[src/rtl/ram_access_arbiter.sv]
// ram_access_arbiter
//
// Round-robin arbiter in front of the shared single-port main memory. One
// client at a time gets a registered one-hot enable and its address, write
// enable and write data are steered onto the RAM. A grant ends on the owning
// client's acknowledge pulse or, if TIMEOUT > 0, when it has lasted TIMEOUT
// cycles; a forced revoke raises a one-cycle timeout_err. RAM read data
// bypasses this block.
//
// Optional build macro: ARB_DEBUG_PORT_EN adds a debug read port
// (dbg_en / dbg_addr) and a DEBUG state that takes the RAM while idle.
//
// Ports
//   CLOCK_50     in   sole clock, rising edge
//   resetIn      in   synchronous reset, active high
//   req          in   [NUM_CLIENTS]  level request per client
//   enable       out  [NUM_CLIENTS]  one-hot registered grant
//   acknowledge  in   [NUM_CLIENTS]  client done, single-cycle pulse
//   cl_addr      in   [NUM_CLIENTS*ADDR_WIDTH] client i at [i*ADDR_WIDTH +: ADDR_WIDTH]
//   cl_we        in   [NUM_CLIENTS]  client write enables
//   cl_wdata     in   [NUM_CLIENTS*DATA_WIDTH] client i at [i*DATA_WIDTH +: DATA_WIDTH]
//   ram_addr     out  [ADDR_WIDTH]   to RAM
//   ram_we       out                 to RAM
//   ram_wdata    out  [DATA_WIDTH]   to RAM
//   busy         out                 a grant (or debug access) is active
//   owner        out  [clog2(NUM_CLIENTS)] current or last granted client
//   timeout_err  out                 pulse in the first IDLE cycle after a revoke
//   dbg_en       in   (ARB_DEBUG_PORT_EN only) debug access request
//   dbg_addr     in   [ADDR_WIDTH] (ARB_DEBUG_PORT_EN only) debug address
//
// States
//   state   | meaning
//   --------+-----------------------------------------------------------
//   S_IDLE  | RAM outputs parked at 0; pick next requester round-robin
//   S_GRANT | client 'owner' drives the RAM until acknowledge or timeout
//   S_DEBUG | debug port reads the RAM (ARB_DEBUG_PORT_EN builds only)

module ram_access_arbiter #(
    parameter int NUM_CLIENTS = 4,
    parameter int ADDR_WIDTH  = 11,
    parameter int DATA_WIDTH  = 32,
    parameter int TIMEOUT     = 1024
) (
    input  logic                              CLOCK_50,
    input  logic                              resetIn,
    input  logic [NUM_CLIENTS-1:0]            req,
    output logic [NUM_CLIENTS-1:0]            enable,
    input  logic [NUM_CLIENTS-1:0]            acknowledge,
    input  logic [NUM_CLIENTS*ADDR_WIDTH-1:0] cl_addr,
    input  logic [NUM_CLIENTS-1:0]            cl_we,
    input  logic [NUM_CLIENTS*DATA_WIDTH-1:0] cl_wdata,
`ifdef ARB_DEBUG_PORT_EN
    input  logic                              dbg_en,
    input  logic [ADDR_WIDTH-1:0]             dbg_addr,
`endif
    output logic [ADDR_WIDTH-1:0]             ram_addr,
    output logic                              ram_we,
    output logic [DATA_WIDTH-1:0]             ram_wdata,
    output logic                              busy,
    output logic [$clog2(NUM_CLIENTS)-1:0]    owner,
    output logic                              timeout_err
);

    localparam int PTR_W = $clog2(NUM_CLIENTS);
    // With TIMEOUT == 0 the counter still exists (one bit) but is never compared.
    localparam int CNT_W = (TIMEOUT > 0) ? $clog2(TIMEOUT + 1) : 1;
    localparam logic [CNT_W-1:0] CNT_LAST = (TIMEOUT > 0) ? CNT_W'(TIMEOUT - 1) : '0;

    typedef enum logic [1:0] {
        S_IDLE  = 2'd0,
        S_GRANT = 2'd1
`ifdef ARB_DEBUG_PORT_EN
        ,
        S_DEBUG = 2'd2
`endif
    } state_t;

    state_t                 state, state_nxt;
    logic [NUM_CLIENTS-1:0] enable_nxt;
    logic [PTR_W-1:0]       owner_nxt;
    logic [PTR_W-1:0]       rr_ptr, rr_ptr_nxt;
    logic [CNT_W-1:0]       gcnt, gcnt_nxt;
    logic                   timeout_err_nxt;

    logic [PTR_W-1:0]       sel;
    logic                   sel_valid;
    logic [PTR_W-1:0]       cand;
    logic [NUM_CLIENTS-1:0] sel_onehot;
    logic [PTR_W-1:0]       ptr_after_owner;
    logic                   ack_own;
    logic                   timeout_hit;

    // Round-robin pick: walk from the farthest offset down to rr_ptr itself so
    // the requester closest to (at or after) rr_ptr overwrites the others.
    always_comb begin
        sel       = '0;
        sel_valid = 1'b0;
        cand      = '0;
        for (int i = NUM_CLIENTS - 1; i >= 0; i--) begin
            cand = PTR_W'((int'(rr_ptr) + i) % NUM_CLIENTS);
            if (req[cand]) begin
                sel       = cand;
                sel_valid = 1'b1;
            end
        end
    end

    always_comb begin
        sel_onehot      = '0;
        sel_onehot[sel] = 1'b1;
    end

    assign ptr_after_owner = (owner == PTR_W'(NUM_CLIENTS - 1)) ? '0 : owner + 1'b1;
    assign ack_own         = acknowledge[owner];
    assign timeout_hit     = (TIMEOUT > 0) && (gcnt == CNT_LAST);

    always_ff @(posedge CLOCK_50) begin
        if (resetIn) begin
            state       <= S_IDLE;
            enable      <= '0;
            owner       <= '0;
            rr_ptr      <= '0;
            gcnt        <= '0;
            timeout_err <= 1'b0;
        end else begin
            state       <= state_nxt;
            enable      <= enable_nxt;
            owner       <= owner_nxt;
            rr_ptr      <= rr_ptr_nxt;
            gcnt        <= gcnt_nxt;
            timeout_err <= timeout_err_nxt;
        end
    end

    always_comb begin
        state_nxt       = state;
        enable_nxt      = enable;
        owner_nxt       = owner;
        rr_ptr_nxt      = rr_ptr;
        gcnt_nxt        = gcnt;
        timeout_err_nxt = 1'b0;

        case (state)
            S_IDLE: begin
`ifdef ARB_DEBUG_PORT_EN
                if (dbg_en) begin
                    state_nxt  = S_DEBUG;
                    enable_nxt = '0;
                end else
`endif
                if (sel_valid) begin
                    state_nxt  = S_GRANT;
                    enable_nxt = sel_onehot;
                    owner_nxt  = sel;
                    gcnt_nxt   = '0;
                end
            end

            S_GRANT: begin
                // Acknowledge wins over a coincident timeout: normal release.
                if (ack_own) begin
                    state_nxt  = S_IDLE;
                    enable_nxt = '0;
                    rr_ptr_nxt = ptr_after_owner;
                end else if (timeout_hit) begin
                    state_nxt       = S_IDLE;
                    enable_nxt      = '0;
                    rr_ptr_nxt      = ptr_after_owner;
                    timeout_err_nxt = 1'b1;
                end else if (gcnt != '1) begin
                    gcnt_nxt = gcnt + 1'b1;
                end
            end

`ifdef ARB_DEBUG_PORT_EN
            S_DEBUG: begin
                if (!dbg_en) begin
                    state_nxt = S_IDLE;
                end
            end
`endif

            default: begin
                state_nxt  = S_IDLE;
                enable_nxt = '0;
            end
        endcase
    end

    assign busy = (state != S_IDLE);

    // RAM steering: the owner's channel while granted, parked at zero otherwise.
    always_comb begin
        ram_addr  = '0;
        ram_we    = 1'b0;
        ram_wdata = '0;
        if (state == S_GRANT) begin
            for (int i = 0; i < NUM_CLIENTS; i++) begin
                if (owner == PTR_W'(i)) begin
                    ram_addr  = cl_addr[i*ADDR_WIDTH +: ADDR_WIDTH];
                    ram_we    = cl_we[i];
                    ram_wdata = cl_wdata[i*DATA_WIDTH +: DATA_WIDTH];
                end
            end
        end
`ifdef ARB_DEBUG_PORT_EN
        else if (state == S_DEBUG) begin
            ram_addr = dbg_addr;
        end
`endif
    end

endmodule

[config.mk]
export PLATFORM = sky130hd
export DESIGN_NAME = ram_access_arbiter
export DESIGN_NICKNAME = d
export VERILOG_FILES = /design/src/rtl/ram_access_arbiter.sv
export SDC_FILE = /design/constraint.sdc
export NUM_CORES = 1
export LEC_CHECK = 0
export CAP_MARGIN = 0
export CORE_AREA = 10 10 103 105
export DETAILED_ROUTE_END_ITERATION = 7
export DIE_AREA = 0 0 113 115
export PLACE_DENSITY = 0.81
export SYNTH_ARGS = -nofsm -noshare
export SYNTH_HDL_FRONTEND = slang
export SYNTH_SLANG_ARGS = --single-unit
[constraint.sdc]
create_clock -name CLOCK_50 -period 2.5 [get_ports CLOCK_50]
set_clock_uncertainty 0.15 [all_clocks]
set_input_delay 0.25 -clock CLOCK_50 [delete_from_list [all_inputs] [get_ports CLOCK_50]]
set_output_delay 0.25 -clock CLOCK_50 [all_outputs]
set_load 0.02 [all_outputs]
==> impl_metrics.yaml, run 1 <==
status:
  status: "finished clean"
synth:
  syn-mean-instance-area_sq_um: 6.84
  synth-warning-count: 0
  ys.flop_type: "dfxtp_1"
  yosysTopAreaCell: "dfxtp_1"
  async_flop_share_pct: 0
  ys_seq_elements: 21
  syn_inst: 389
  synth.area.top_cells: "dfxtp_1 16%, a211o_1 14%, a221oi_1 14%"
  yosysTopAreaCellShare_pct: 15.8
  synthesis.nets: 580
  seq_area_frac_synth_pct: 15.8
  netlist_area_sq_um: 2660
  synth_edf_count: 0
  post_synth_num_cell_types: 50
grt:
  grt_max_degree: 49
  first_global_vias: 4089
  grt_use_total_pct: 21.1
  grt_pass1_wl_mm: 22.4
  grt_remaining_overflow: 0
  antenna_found_initial: 0
place:
  routabilityCongestion: 0.870
  port_buffers: 237
  hpwl_mm: 12.5
  placed_area_sq_um: 5420
worst_setup_path:
  critPathKind: "register to output pin"
  worstPathRequired_ps: 2100
  critical-path-top-delay-family: "buffers and inverters"
  path_cells: "inv_2, ha_2, nor2b_4, buf_12, clkbuf_16, a221oi_2, a211o_1, a21oi_2, clkdlybuf4s15_2"
  cp-start-kind: "register"
  critPathBufInv: 4
  arrival_ps: 2050
  worstSetupEndpointType: "output pin"
  crit_fanout: 7
  slowest_delay_ps: 340
  critical-path-slowest-cell: "dfxtp_2"
floorplan:
  start_util_pct: 31.1
  die_x_um: 113
  core-area_sq_um: 8550
  ios: 238
  row_count: 34
  chipHeight_um: 115
  die_area_sq_um: 13000
cts:
  cts_max_path_buffers: 2
  cts_hold_buf: 0
  cts_root_buffer: "clkbuf_8"
  insertion_delay_ps: 260
  path_clk_slew_ps: 70
  cts_tree: "built"
  numCtsBuffers: 3
  htreeDepth: 1
  cts.sinks: 21
layout:
  fin_nets: 808
  drive_above_1_share_pct: 21.9
  syn_to_final_growth_pct: 103
  design_area_sq_um: 5390
  nFillCells: 757
  diodes: 0
timing:
  slew_violations: 0
  rsz0062_at_grt: "yes"
  hold_violations: 0
  fin_crit_ps: 2450
  min_period_over_period_pct: 98.2
  relSlewSlack_pct: 62.7
  tightest_slew_ps: 553
  timing.fmax_ghz: 0.407
  setup_viol: 0
pwr:
  p_total_mw: 1.79
  max-vdd-ir-drop_uv: 183
  powerDensity_nw_per_um2: 332
  leakage_nw: 2.22
route:
  first_pass_iters: 7
  wl_per_cell_um: 21.0
  viasPerCell: 5.55
  vias: 4015
  drt_wl_total_mm: 15.2
  postRouteAntennaNets: 0
  drt_iter0_markers: 304
  drc: 0
flow_run:
  cap_violations: 0
worst_hold_path:
  hold_path.class: "register to register"
cells in the final DEF (no fill, tap or decap), drive strengths merged, types with 7 or more instances in the layout:
cell	instances
dfxtp	21
a21oi	57
clkdlybuf4s50	193
nand3	7
nand2	61
buf	56
a211o	44
inv	50
a221oi	43
clkbuf	16
worst reg2reg max path: cells and delay by family (launching register included):
kind                   cells  cell delay, ps
AOI/OAI and AO/OA          2             920
muxes                      1             550
buffers and inverters      1             140
DFF                        1             370
and+or+nand+nor            1              70
metrics by stage:
| step | std cells | utilization, % | TNS, ps | worst slack, ps | hold WS, ps |
|---|---|---|---|---|---|
| 2_1_floorplan | 389 | - | 0 | 100 | 218 |
| 3_3_place_gp | 717 | 63.4 | -585 | -67.8 | 287 |
| 3_5_place_dp | 717 | 63.4 | -1650 | -126 | 308 |
| 4_1_cts | 721 | 63.9 | 0 | 2.15 | 318 |
| 5_1_grt | 724 | 63.1 | -102 | -39.9 | 355 |
| 6_report | 724 | 63.1 | 0 | 45.9 | 317 |
logic make-up (layout without fill, tap and decap cells):
logic type	count (synthesis)	count (layout)	synth area share, %
compound gates	174	174	49.3
fa+ha+maj	5	5	2.35
buf+inv	92	319	14.4
flops	21	21	15.8
mux	3	3	1.60
simple gates	94	94	16.5
cell type report:
type                            count  area (sq um)  share of cell area, %
Timing Repair Buffer              264          2560                   47.5
Inverter                           51           191                   3.55
Tap cell                          108           135                   2.51
Multi-Input combinational cell    276          2040                   37.8
Sequential cell                    21           423                   7.84
Clock buffer                        4          45.0                  0.835
metal layers:
metal	GRT usage, %	vias to the layer above	part of all wire (%)
met4	7.28	0	3.4
met2	38.8	188	52
met5	0	-	0
met1	21.3	1873	35
li1	-	1922	-
met3	8.13	32	9.6
final timing paths:
path         startpoint       endpoint  slack, ps  cells after the start
max            owner[0]  ram_wdata[29]         50                      9
min           enable[1]      enable[1]        320                      2
max reg2reg    owner[0]        gcnt[8]        270                      5
min reg2reg   enable[1]      enable[1]        320                      2
what timing repair did:
| action | 4_1_cts | 5_1_grt |
|---|---|---|
| gates resized for setup | 116 | 57 |
| endpoints found under the setup margin | 42 | 40 |
| pin swaps | 0 | 1 |
| cloned | 0 | 2 |
| setup buffers | 0 | 1 |
flip-flops by register name (all words and copies together), names as in the netlist:
name,cells
gcnt,11
state,1
rr_ptr,2
enable,4
timeout_err,1
owner,2
synth_stat cells, types with 2 or more instances:
master and n:
nand3_1 7, a211o_1 44, a221oi_1 43, clkbuf_8 2
a21oi_2 2, nor4_1 2, a2111o_1 4, nor2_1 3
or4_1 2, mux2i_1 2, nand2_1 61, clkbuf_1 35
inv_1 49, ha_1 5, o211a_1 2, o21ai_0 6
o2111ai_1 4, a21oi_1 55, o32ai_1 4, clkinv_1 2
dfxtp_1 21, nand2b_1 2, nand4_1 3, buf_1 2
or2_0 2
power by group:
part           switching, mW  internal, mW  leakage [nW]
Combinational          0.549         0.663          2.03
Sequential            0.0126         0.347         0.171
Clock                  0.107         0.113        0.0228
Total                  0.668          1.12          2.22
Note: power is estimated with default switching activity, not from simulation.
==> inputs of run 2 (changes only) <==
CORE_AREA = 10 10 101 103   (was 10 10 103 105)
CTS_BUF_LIST = sky130_fd_sc_hd__clkbuf_2   (was unset)
DIE_AREA = 0 0 111 113   (was 0 0 113 115)
PLACE_DENSITY = 0.84   (was 0.81)
==> run 2 against run 1 <==
Net effect:
- the run now ends with negative setup slack left
- clock power fell by 30%
- routed wire length shrank 0.51%
- flip-flop and latch count unchanged
- setup slack worse by 64 ps
- critical path type unchanged
- largest cell class unchanged
==> impl_metrics.yaml, run 2 (synthesis results as in run 1) <==
layout:
  design_area_sq_um: 5620
  nFillCells: 637
  largestRegisters: "gcnt x11, enable x4"
  layout.cells.most_common: "clkdlybuf4s50_1"
  largest-register: "gcnt"
  final_cell_mix: "193 x clkdlybuf4s50_1, 61 x nand2_1, 47 x inv_1"
  drive_above_1_share_pct: 23.7
  fin_nets: 816
  diodes: 0
  largest_reg_flops: 11
  syn_to_final_growth_pct: 111
worst_hold_path:
  hold_path.class: "register to register"
  min_path_cells: 2
  hold-path-endpoint: "enable[3]"
  min_from: "enable[3]"
pwr:
  switchingPower_mw: 0.698
  p_int_mw: 1.12
  p_sw_share_pct: 38.5
  seqPwrFrac_pct: 19.9
  power_frac_clock_pct: 8.5
  leakage_nw: 2.31
  p_total_mw: 1.81
  powerDensity_nw_per_um2: 323
  power_frac_comb_pct: 71.6
  max-vdd-ir-drop_uv: 160
timing:
  setup_viol: 1
  min_period_over_period_pct: 101
  relSlewSlack_pct: 62.8
  fin_crit_ps: 2520
  fin_ws_ps: -17.6
  hold_violations: 0
  slew_violations: 0
  timing.fmax_ghz: 0.397
  rsz0062_at_grt: "yes"
  tightest_slew_ps: 552
floorplan:
  die_x_um: 111
  ios: 238
  chipHeight_um: 113
  row_count: 33
  die_area_sq_um: 12500
  core-area_sq_um: 8130
  start_util_pct: 32.7
worst_setup_path:
  worst_r2r_path_depth: 6
  path_cells: "inv_4, ha_4, nor2b_4, buf_6, buf_16, a221oi_1, a211o_1, a21oi_2, buf_6"
  r2r_setup_slack_ps: 80
  worstPathRequired_ps: 2100
  arrival_ps: 2120
  worstSetupEndpointType: "output pin"
  cpMostUsedCell: "buf_6"
  slowest_delay_ps: 410
  critical-path-slowest-cell: "dfxtp_4"
  cp-start-kind: "register"
  critPathKind: "register to output pin"
  r2r_end: "gcnt[8]"
  rr_startpoint: "owner[0]"
  crit_fanout: 7
place:
  routabilityCongestion: 0.922
  port_buffers: 237
  placed_area_sq_um: 5420
  hpwl_mm: 12.3
cts:
  insertion_delay_ps: 350
  htreeDepth: 1
  path_clk_slew_ps: 210
  cts.sinks: 21
  numCtsBuffers: 3
  cts_max_path_buffers: 2
  cts_tree: "built"
  cts_root_buffer: "clkbuf_2"
grt:
  grt_pass1_wl_mm: 23.0
  grt_use_total_pct: 21.9
  antenna_found_initial: 0
  grt_max_degree: 44
  first_global_vias: 4204
  grt_remaining_overflow: 0
flow_run:
  cap_violations: 0
route:
  postRouteAntennaNets: 0
  vias: 4027
  drc: 0
  drt_iter0_markers: 289
  wl_per_cell_um: 20.8
  first_pass_iters: 4
  drt_wl_total_mm: 15.2
  viasPerCell: 5.52
status:
  violations: "negative setup slack"
  status: "finished, violations left"
run 2: cell count changes in the layout (fill, tap and decap cells not counted), moves of 7 or more:
cell      delta
buf_2       -14
buf_4        +7
buf_6       +30
clkbuf_2     -7
run 2: cell type report:
class / count / area [sq um] / area share, %
clock inverter: 1 / 5.00 / 0.0890
sequential: 21 / 425 / 7.57
clock buffer: 3 / 15.0 / 0.267
multi-input combinational: 276 / 2080 / 37.0
tap: 105 / 131 / 2.34
inverter: 51 / 194 / 3.45
timing repair buffer: 272 / 2770 / 49.2
run 2: critical path: cells and delay by family, from the launching register on:
family / cells / cell delay, ps
adders and majority gates: 1 / 130
AOI/OAI and AO/OA: 3 / 510
buffers and inverters: 4 / 490
DFF: 1 / 410
and+or+nand+nor: 1 / 230
run 2: timing repair:
item	4_1_cts	5_1_grt
buffers inserted	3	3
cloned	3	0
endpoints found under the setup margin	43	44
resized for setup	199	41
pin swaps	16	23
hold buffers	0	0
run 2: worst max path at each step:
stage	startpoint	end	cells after the start
2_1_floorplan	owner[1]	ram_addr[7]	9
3_3_place_gp	owner[0]	ram_wdata[31]	8
3_5_place_dp	owner[0]	ram_wdata[12]	8
4_1_cts	owner[1]	ram_wdata[12]	9
5_1_grt	owner[0]	ram_wdata[12]	9
6_report	owner[0]	ram_wdata[12]	9
run 2: metrics by stage:
stage / setup TNS, ps / worst slack [ps] / cells / util [%] / hold WS [ps]
floorplan: 0 / 100 / 389 / - / 218
global placement: -9.53 / -9.53 / 716 / 66.7 / 287
detailed placement: -1170 / -72.2 / 716 / 66.7 / 292
CTS: -178 / -39.5 / 726 / 67.2 / 340
global route: -2060 / -101 / 729 / 69.1 / 358
finish: -17.6 / -17.6 / 729 / 69.1 / 336
run 2: power groups by stage:
stage,Combinational (mW),Clock (mW),Sequential (mW)
after detailed placement,1.21,0,0.367
after floorplan,0.582,0,0.374
final,1.30,0.155,0.361
after global placement,1.19,0,0.366
after global routing,1.38,0.166,0.363
after CTS,1.25,0.156,0.361
run 2: routing by layer:
metal | part of all wire, % | GRT usage [%] | vias up | wire length (um)
met1 | 37 | 23.5 | 1854 | 5560
met3 | 8.9 | 6.66 | 30 | 1350
met5 | 0 | 0 | - | 0
met4 | 2.9 | 5.64 | 0 | 435
li1 | - | - | 1941 | -
met2 | 51 | 40.6 | 202 | 7810
